### config.mk
export PLATFORM = sky130hd
export DESIGN_NAME = draw_request_arbiter
export DESIGN_NICKNAME = d
export VERILOG_FILES = /design/src/rtl/snake_pkg.sv /design/src/rtl/draw_req_picker.sv /design/src/rtl/draw_request_arbiter.sv
export SDC_FILE = /design/constraint.sdc
export NUM_CORES = 1
export LEC_CHECK = 0
export ABC_CLOCK_PERIOD_IN_PS = 7800
export CAP_MARGIN = 40
export CORE_MARGIN = 8
export CORE_UTILIZATION = 46
export CTS_BUF_LIST = sky130_fd_sc_hd__clkbuf_8
export DETAILED_ROUTE_END_ITERATION = 16
export HOLD_SLACK_MARGIN = 0.08
export PLACE_DENSITY = 0.95
export SLEW_MARGIN = 20
export SYNTH_ARGS = -nofsm -noshare
export SYNTH_HDL_FRONTEND = slang
export SYNTH_HIERARCHICAL = 1
export SYNTH_SLANG_ARGS = --single-unit
### constraint.sdc
create_clock -name clk -period 7.8 [get_ports clk]
set_input_delay 1.56 -clock clk [delete_from_list [all_inputs] [get_ports clk]]
set_output_delay 1.56 -clock clk [all_outputs]
set_load 0.02 [all_outputs]
### src/rtl/snake_pkg.sv
// Shared snake-game definitions: arbiter states, requester slots, colour ids
// and the logical grid limits.
package snake_pkg;

   typedef enum logic [1:0] {
      ARB_IDLE       = 2'd0,
      ARB_ISSUE_WAIT = 2'd1,
      ARB_ACK        = 2'd2
   } arb_state_e;

   localparam int REQ_CLEAR = 0;
   localparam int REQ_ERASE = 1;
   localparam int REQ_HEAD  = 2;
   localparam int REQ_APPLE = 3;

   localparam logic [7:0] COLOR_BG    = 8'h00;
   localparam logic [7:0] COLOR_BODY  = 8'h0f;
   localparam logic [7:0] COLOR_HEAD  = 8'hff;
   localparam logic [7:0] COLOR_APPLE = 8'hf9;

   localparam int         GRID_X_WIDTH = 5;
   localparam int         GRID_Y_WIDTH = 5;
   localparam logic [4:0] GRID_X_MAX   = 5'd31;
   localparam logic [4:0] GRID_Y_MAX   = 5'd23;

endpackage

### src/rtl/draw_req_picker.sv
// Combinational winner select for the draw arbiter: fixed priority (index 0
// first) or round-robin search starting at ptr when rr_mode is set.
module draw_req_picker
   import snake_pkg::*;
#(
   parameter int NUM_REQ = 4,
   parameter int IDX_W   = $clog2(NUM_REQ)
) (
   input  logic [NUM_REQ-1:0] req,
   input  logic [IDX_W-1:0]   ptr,
   input  logic               rr_mode,
   output logic               valid,
   output logic [IDX_W-1:0]   index
);

   int unsigned cand;

   always_comb begin
      valid = 1'b0;
      index = '0;
      cand  = 0;
      for (int unsigned k = 0; k < NUM_REQ; k++) begin
         // search offset k from the start point, wrapped into 0..NUM_REQ-1
         cand = k + (rr_mode ? 32'(ptr) : 32'd0);
         if (cand >= NUM_REQ) begin
            cand = cand - NUM_REQ;
         end
         if (!valid && req[IDX_W'(cand)]) begin
            valid = 1'b1;
            index = IDX_W'(cand);
         end
      end
   end

endmodule

### src/rtl/draw_request_arbiter.sv
// Shares the draw_superpixel write port between NUM_REQ drawers via req/ack.
// Define DRAW_ARB_RR_EN for round-robin selection; default is fixed priority.
module draw_request_arbiter
   import snake_pkg::*;
#(
   parameter int                 NUM_REQ     = 4,
   parameter int                 X_WIDTH     = GRID_X_WIDTH,
   parameter int                 Y_WIDTH     = GRID_Y_WIDTH,
   parameter logic [X_WIDTH-1:0] X_MAX       = X_WIDTH'(GRID_X_MAX),
   parameter logic [Y_WIDTH-1:0] Y_MAX       = Y_WIDTH'(GRID_Y_MAX),
   parameter int                 COLOR_WIDTH = 8
) (
   input  logic                           clk,
   input  logic                           rst,
   input  logic [NUM_REQ-1:0]             req,
   input  logic [NUM_REQ*X_WIDTH-1:0]     req_x,
   input  logic [NUM_REQ*Y_WIDTH-1:0]     req_y,
   input  logic [NUM_REQ*COLOR_WIDTH-1:0] req_color,
   output logic [NUM_REQ-1:0]             ack,
   output logic                           err,
   output logic [X_WIDTH-1:0]             px_x,
   output logic [Y_WIDTH-1:0]             px_y,
   output logic [COLOR_WIDTH-1:0]         px_data,
   output logic                           px_vld,
   input  logic                           px_done,
   output logic                           busy,
   output logic [$clog2(NUM_REQ)-1:0]     grant_id,
   output logic [15:0]                    draw_count
);

   localparam int IDX_W = $clog2(NUM_REQ);

   arb_state_e               state_q, state_d;
   logic [NUM_REQ-1:0]       ack_q, ack_d;
   logic                     err_q, err_d;
   logic [X_WIDTH-1:0]       px_x_q, px_x_d;
   logic [Y_WIDTH-1:0]       px_y_q, px_y_d;
   logic [COLOR_WIDTH-1:0]   px_data_q, px_data_d;
   logic                     px_vld_q, px_vld_d;
   logic                     busy_q, busy_d;
   logic [IDX_W-1:0]         grant_q, grant_d;
   logic [15:0]              draw_count_q, draw_count_d;

   logic                     pick_valid;
   logic [IDX_W-1:0]         pick_idx;
   logic [IDX_W-1:0]         ptr;
   logic                     rr_mode;
   logic [X_WIDTH-1:0]       sel_x;
   logic [Y_WIDTH-1:0]       sel_y;
   logic [COLOR_WIDTH-1:0]   sel_color;
   logic                     sel_in_range;

`ifdef DRAW_ARB_RR_EN
   logic [IDX_W-1:0] ptr_q, ptr_d;

   assign ptr     = ptr_q;
   assign rr_mode = 1'b1;

   // error acks advance the pointer too, so a bad requester cannot hog the port
   always_comb begin
      ptr_d = ptr_q;
      if (state_q == ARB_ACK) begin
         ptr_d = (grant_q == IDX_W'(NUM_REQ - 1)) ? '0 : grant_q + 1'b1;
      end
   end

   always_ff @(posedge clk) begin
      if (rst) begin
         ptr_q <= '0;
      end else begin
         ptr_q <= ptr_d;
      end
   end
`else
   assign ptr     = '0;
   assign rr_mode = 1'b0;
`endif

   draw_req_picker #(
      .NUM_REQ (NUM_REQ),
      .IDX_W   (IDX_W)
   ) u_picker (
      .req     (req),
      .ptr     (ptr),
      .rr_mode (rr_mode),
      .valid   (pick_valid),
      .index   (pick_idx)
   );

   always_comb begin
      sel_x     = '0;
      sel_y     = '0;
      sel_color = '0;
      for (int unsigned i = 0; i < NUM_REQ; i++) begin
         if (pick_idx == IDX_W'(i)) begin
            sel_x     = req_x[i*X_WIDTH +: X_WIDTH];
            sel_y     = req_y[i*Y_WIDTH +: Y_WIDTH];
            sel_color = req_color[i*COLOR_WIDTH +: COLOR_WIDTH];
         end
      end
      sel_in_range = (sel_x <= X_MAX) && (sel_y <= Y_MAX);
   end

   always_ff @(posedge clk) begin
      if (rst) begin
         state_q      <= ARB_IDLE;
         ack_q        <= '0;
         err_q        <= 1'b0;
         px_x_q       <= '0;
         px_y_q       <= '0;
         px_data_q    <= '0;
         px_vld_q     <= 1'b0;
         busy_q       <= 1'b0;
         grant_q      <= '0;
         draw_count_q <= '0;
      end else begin
         state_q      <= state_d;
         ack_q        <= ack_d;
         err_q        <= err_d;
         px_x_q       <= px_x_d;
         px_y_q       <= px_y_d;
         px_data_q    <= px_data_d;
         px_vld_q     <= px_vld_d;
         busy_q       <= busy_d;
         grant_q      <= grant_d;
         draw_count_q <= draw_count_d;
      end
   end

   // px_vld_q marks the first ISSUE_WAIT cycle, where px_done is not trusted
   always_comb begin
      state_d = state_q;
      unique case (state_q)
         ARB_IDLE: begin
            if (pick_valid) begin
               state_d = sel_in_range ? ARB_ISSUE_WAIT : ARB_ACK;
            end
         end
         ARB_ISSUE_WAIT: begin
            if (!px_vld_q && px_done) begin
               state_d = ARB_ACK;
            end
         end
         ARB_ACK: state_d = ARB_IDLE;
         default: state_d = ARB_IDLE;
      endcase
   end

   always_comb begin
      ack_d        = '0;
      err_d        = 1'b0;
      px_vld_d     = 1'b0;
      px_x_d       = px_x_q;
      px_y_d       = px_y_q;
      px_data_d    = px_data_q;
      grant_d      = grant_q;
      draw_count_d = draw_count_q;
      busy_d       = (state_d != ARB_IDLE);
      unique case (state_q)
         ARB_IDLE: begin
            if (pick_valid) begin
               px_x_d    = sel_x;
               px_y_d    = sel_y;
               px_data_d = sel_color;
               grant_d   = pick_idx;
               if (sel_in_range) begin
                  px_vld_d = 1'b1;
               end else begin
                  ack_d[pick_idx] = 1'b1;
                  err_d           = 1'b1;
               end
            end
         end
         ARB_ISSUE_WAIT: begin
            if (!px_vld_q && px_done) begin
               ack_d[grant_q] = 1'b1;
            end
         end
         ARB_ACK: begin
            if (!err_q && (draw_count_q != 16'hFFFF)) begin
               draw_count_d = draw_count_q + 16'd1;
            end
         end
         default: ;
      endcase
   end

   assign ack        = ack_q;
   assign err        = err_q;
   assign px_x       = px_x_q;
   assign px_y       = px_y_q;
   assign px_data    = px_data_q;
   assign px_vld     = px_vld_q;
   assign busy       = busy_q;
   assign grant_id   = grant_q;
   assign draw_count = draw_count_q;

endmodule

# Word-level counts from Yosys, hierarchy flattened
# Index checks and enable logic that the tools add are counted.
word_totals:
  ff_bits: 45
  in_bits: 79
op_classes:
  n_addsub: 1
  magnitude_cmp: 6
  eq_ne: 6
  mux: 33
  bitwise: 2
  n_reduce_logical: 19
ops:
  columns: ["operator", "count"]
  rows:
  - ["two-way mux 5 bit", 8]
  - ["two-way mux 8 bit", 4]
  - ["adder 16 x 1 -> 16 bit (second input constant)", 1]
  - ["!= test 16 bit (second input constant)", 1]
  - ["two-way mux 4 bit", 3]
  - ["less-or-equal comparator 5 bit (second input constant)", 2]
  - ["two-way mux 2 bit", 5]
  - ["two-way mux 1 bit", 9]
  - ["logical AND 1 bit", 8]
  - ["one-hot mux 4 bit (2 select lines)", 1]
  - ["equality test 2 bit (second input constant)", 3]
  - ["less-than comparator 2 x 3 -> 1 bit (second input constant)", 2]
  - ["logical NOT 1 bit", 5]
  - ["demux 1 bit (select 2 bit)", 2]
  - ["equality test 2 x 1 -> 1 bit (second input constant)", 2]
  - [">= comparator 2 x 1 -> 1 bit (second input constant)", 2]
  - ["logical NOT 2 bit", 2]
  - ["one-hot mux 2 bit (2 select lines)", 1]
  - ["AND reduction 2 bit", 2]
  - ["OR reduction 3 bit", 1]
  - ["inverter 1 bit", 2]
  - ["nonzero test 2 bit", 1]

# Longest topological paths before layout
depth:
  word_depth: 21
  ltp_mapped: 10
  mapped_depth_nobuf: 9

# Modules after synthesis
# The synthesis kept the hierarchy.
by_module_without_submodules:
  columns: ["module", "instances", "cells_each", "area_each_um2"]
  rows:
  - ["draw_request_arbiter", 1, 242, 2280.9]
  - ["draw_req_picker", 1, 45, 310.3]

# Worst setup path before layout
# No wires, ideal clock.
synth_path:
  path_kind: "input to register"
  startpoint: "input port req[2]"
  endpoint: "register px_x_q[1], in the netlist px_x[1]"
  setup_ns: 0.132
  arrival_time_ns: 3.617
  required_time_ns: 7.668
  setup_slack_ns: 4.051
  stages: 9
  n_path_buf: 1
  path_cell_list: "nand2b_1 a21oi_1 a221oi_2 o21ai_1 a2111oi_2 buf_2 mux4_2 nand2_1 a21oi_1"
synth_between:
  elab_chain_cells: 10
synth_rtl:
  columns: ["item", "line", "text"]
  rows:
  - ["start, declared", "draw_request_arbiter.sv:15", "input logic [NUM_REQ-1:0] req,"]
  - ["logical AND 1 bit *", "draw_req_picker.sv:28", "if (!valid && req[IDX_W'(cand)]) begin"]
  - ["two-way mux 1 bit", "draw_req_picker.sv:28", null]
  - ["logical NOT 1 bit", "draw_req_picker.sv:28", null]
  - ["logical AND 1 bit", "draw_req_picker.sv:28", null]
  - ["two-way mux 2 bit *", "draw_req_picker.sv:28", null]
  - ["net pick_idx[0]", "draw_request_arbiter.sv:45", "logic [IDX_W-1:0] pick_idx;"]
  - ["logical NOT 2 bit", "draw_request_arbiter.sv:95", "if (pick_idx == IDX_W'(i)) begin"]
  - ["two-way mux 5 bit (3 in a row)", "draw_request_arbiter.sv:95", null]
  - ["two-way mux 5 bit *", "draw_request_arbiter.sv:95", null]
  - ["end signal, assigned", "draw_request_arbiter.sv:120", "px_x_q <= px_x_d;"]
  - ["end, declared", "draw_request_arbiter.sv:36", "logic [X_WIDTH-1:0] px_x_q, px_x_d;"]
# Mark *: on every way through the listed nets, which the timed path passes. The rest lies on a longest branch.
# A chain may end at the register's enable or synchronous reset.

# Worst setup path after layout
layout_path:
  startpoint: "input port req[2]"
  endpoint: "register ack_q[2], in the netlist ack[2]"
layout_between:
  elab_chain_cells: 15
layout_rtl:
  columns: ["item", "line", "text"]
  rows:
  - ["logical AND 1 bit *", "draw_req_picker.sv:28", null]
  - ["two-way mux 1 bit", "draw_req_picker.sv:28", null]
  - ["logical NOT 1 bit", "draw_req_picker.sv:28", null]
  - ["logical AND 1 bit", "draw_req_picker.sv:28", null]
  - ["two-way mux 2 bit *", "draw_req_picker.sv:28", null]
  - ["net pick_idx[0]", "draw_request_arbiter.sv:45", null]
  - ["logical NOT 2 bit", "draw_request_arbiter.sv:95", null]
  - ["two-way mux 5 bit (4 in a row)", "draw_request_arbiter.sv:95", null]
  - ["less-or-equal comparator 5 bit", "draw_request_arbiter.sv:101", "sel_in_range = (sel_x <= X_MAX) && (sel_y <= Y_MAX);"]
  - ["logical AND 1 bit", "draw_request_arbiter.sv:101", null]
  - ["two-way mux 4 bit *", "draw_request_arbiter.sv:166", "if (sel_in_range) begin"]
  - ["two-way mux 4 bit *", "draw_request_arbiter.sv:161", "if (pick_valid) begin"]
  - ["one-hot mux 4 bit (2 select lines) *", "draw_request_arbiter.sv:159", "unique case (state_q)"]
  - ["end signal, assigned", "draw_request_arbiter.sv:118", "ack_q <= ack_d;"]
  - ["end, declared", "draw_request_arbiter.sv:34", "logic [NUM_REQ-1:0] ack_q, ack_d;"]
# Marked as above.

==> results.ini <==
[power_and_ir_drop]
p_per_area_nw_per_um2=195
p_total_mw=0.772
ir_worst_vdd_mv=0.105
power_leakage_nw=1.42

[place]
gp_congestion=0.893
placed_area_um2=3870
place_ws_ps=2610
placedCellCount=474
port_buffers=121
dp_hpwl_mm=6.61

[worst_hold_path]
min_path_type=reg -> reg
holdPathStages=2
worstHoldStart=px_y[4]$_SDFFE_PP0P_
min_to=px_y[4]$_SDFFE_PP0P_

[critical_path]
startpoint_type=primary input
critical_path.max_fanout=13
critPathKind=in -> reg
cpPeakStageDelay_ps=740
worstReg2RegStart=state_q[0]$_SDFF_PP0_
cp.required_ps=7970
arrival_ps=5100
slowest_stage=a2111oi_4
crit_chain=clkdlybuf4s50_1, nand2b_1, a21oi_1, a221oi_2, o21ai_1, a2111oi_4, buf_4, mux4_2, and2_1, nand3_1, o32ai_1
timing.rr.end=ack[1]$_SDFF_PP0_
reg2reg_slack_ps=5850
reg2regPathDepth=4
crit_path_end_kind=register

[timing]
worst_slew_pin_slew_ps=786
maxSlewViolCount=0
clock-skew-final_ps=9.89
fin_tns_setup_ps=0
setup_viol=0
period_share_pct=63.2
final-hold-violation-count=0
period_needed_ps=4930
clock.fmax_mhz=203
whs_ps=459
relSlewSlack_pct=47.6
rsz0062_at_grt=false
setup_slack_ps=2870

[cts]
cts_setup_buffers=0
cts_buffers=5
cts_hold_buf=0
cts-root-buf=clkbuf_8
path_clk_slew_ps=80
cts_resized=0
tritoncts=yes
clockBufferDepth=2
clk_latency_ps=300
cts_sinks=45
htreeDepth=2

[global_route]
grt_max_degree=41
antenna_found_initial=0
first_global_vias=2793
grt_overflow_total=0
grtUsageTotal_pct=19.8
grt_pass1_wl_mm=13.8

[routing]
detail-route-antenna-nets=0
drc=0
wl_met1_mm=3.19
wl_mm=8.24
wl_met3_um=682
met2_length_mm=4.22
drt-vias-per-instance=5.69
vias=2744
wl_per_cell_um=17.1
top_layer_used=met4
firstDrtPassIters=6
drtIter0Drc=165

[cells_and_area]
syn_to_final_growth_pct=53.2
n_antenna_cell=0
fin_util_pct=72.5
drive_gt1_share_pct=10.0
fin_cells=482
design_area_um2=3970
nets=489

[synthesis]
syn_avg_cell_area_um2=9.03
ys_seq_elements=45
synth.distinct_cells=55
netlist_area_um2=2590
ys_warn_count=6
synth_edf_count=0
synth-main-ff-cell=dfxtp_1
postSynthCellCount=287
ys_seq_area_share_pct=34.8
async_reset_ff_share_pct=0

[die]
die-area_um2=8290
io_pins=122
core.rowCount=27
die_h_um=91.1
initial_core_util_pct=47.3
core_region_area_um2=5470
die_w_um=91.1

[status]
outcome=completed

[flow_run]
max-cap-violations=0

synthesized netlist by cell type (2+ instances only):
| library cell | instances | share of area, % |
|---|---|---|
| nand2_1 | 57 | 8.3 |
| dfxtp_1 | 45 | 35 |
| a21oi_1 | 32 | 6.2 |
| mux4_2 | 18 | 16 |
| inv_1 | 9 | 1.3 |
| nand3_1 | 9 | 1.7 |
| nor2_1 | 9 | 1.3 |
| o21ai_0 | 9 | 1.7 |
| clkbuf_1 | 8 | 1.2 |
| or3_1 | 7 | 1.7 |
| nand4_1 | 6 | 1.4 |
| o31ai_1 | 6 | 1.7 |
| and2_1 | 4 | 0.97 |
| and4_1 | 4 | 1.4 |
| buf_2 | 4 | 0.77 |
| nor3_1 | 4 | 0.77 |
| or4_1 | 4 | 1.2 |
| mux2_2 | 3 | 1.3 |
| nand2b_1 | 3 | 0.72 |
| nor2b_1 | 3 | 0.72 |
| and3_1 | 2 | 0.48 |
| clkbuf_8 | 2 | 1.1 |
| mux2i_1 | 2 | 0.77 |
| nor4_1 | 2 | 0.48 |
| o22ai_1 | 2 | 0.48 |
| o311a_1 | 2 | 0.77 |
| o32ai_1 | 2 | 0.68 |
| o41ai_1 | 2 | 0.68 |
state kept, by name, indices dropped and copies added, names as in the netlist:
| name | cells |
|---|---|
| ack | 4 |
| busy | 1 |
| draw_count | 16 |
| err | 1 |
| grant_id | 2 |
| px_data | 8 |
| px_vld | 1 |
| px_x | 5 |
| px_y | 5 |
| state_q | 2 |
cell usage in the layout, fill, tap and decap left out, types with 2 or more instances in the layout:
cell and count:
clkbuf_8 7, o31ai_1 6, mux2i_1 2, o41ai_1 2
a21oi_1 32, and4_1 4, nand4_1 6, o32ai_1 2
buf_4 2, or3_1 7, or4_1 4, nand2_1 57
nor3_1 4, o21ai_0 9, mux2_2 3, o311a_1 2
nand2b_1 3, mux4_2 18, conb_1 8, clkdlybuf4s50_1 121
dfxtp_1 45, and3_1 2, nand3_1 9, nor2b_1 3
and2_1 4, nor4_1 2, nor2_1 9, inv_1 9
cell families (layout without fill, tap and decap cells):
family / Yosys count / after routing / synth area share [%]
buf+inv: 25 / 141 / 5.02
fa+ha+maj: 1 / 1 / 0.483
simple gates: 122 / 122 / 24.2
compound gates: 69 / 69 / 17.3
mux: 23 / 23 / 17.7
other cells: 1 / 8 / 0.145
xor+xnor: 1 / 1 / 0.338
flops: 45 / 45 / 34.8
worst max-delay path by stage:
stage	startpoint	endpoint	slack, ps	cells after the start
floorplan	req[2]	px_x[1]$_SDFFE_PP0P_	4050	9
global placement	req[2]	ack[1]$_SDFF_PP0_	2740	11
detailed placement	req[2]	ack[2]$_SDFF_PP0_	2610	11
CTS	req[2]	ack[2]$_SDFF_PP0_	2900	11
global route	req[2]	state_q[0]$_SDFF_PP0_	2560	11
finish	req[2]	ack[2]$_SDFF_PP0_	2870	11
cell type report:
type | count | area (um^2)
Multi-Input combinational cell | 224 | 1610
Timing Repair Buffer | 124 | 1240
Clock buffer | 7 | 96.3
Fill cell | 421 | 1500
Tap cell | 72 | 90.1
Sequential cell | 45 | 901
Clock inverter | 1 | 5.00
Inverter | 9 | 33.8
where the power goes:
group | switching (mW) | internal, mW | total [mW]
Combinational | 0.165 | 0.156 | 0.322
Sequential | 0.0266 | 0.266 | 0.293
Clock | 0.0775 | 0.0801 | 0.158
Total | 0.269 | 0.502 | 0.772
worst max-delay path, delay by kind of cell:
kind,cells,cell delay [ps]
and+or+nand+nor,3,550
muxes,1,540
AOI/OAI and AO/OA,5,1530
buffers and inverters,2,900
routing by layer:
metal | global-route usage [%] | vias to the layer above
li1 | - | 1312
met1 | 21.7 | 1284
met2 | 35.3 | 130
met3 | 6.83 | 18
met4 | 6.00 | 0
met5 | 0 | -
No activity file was read; power rests on OpenSTA's default activity.
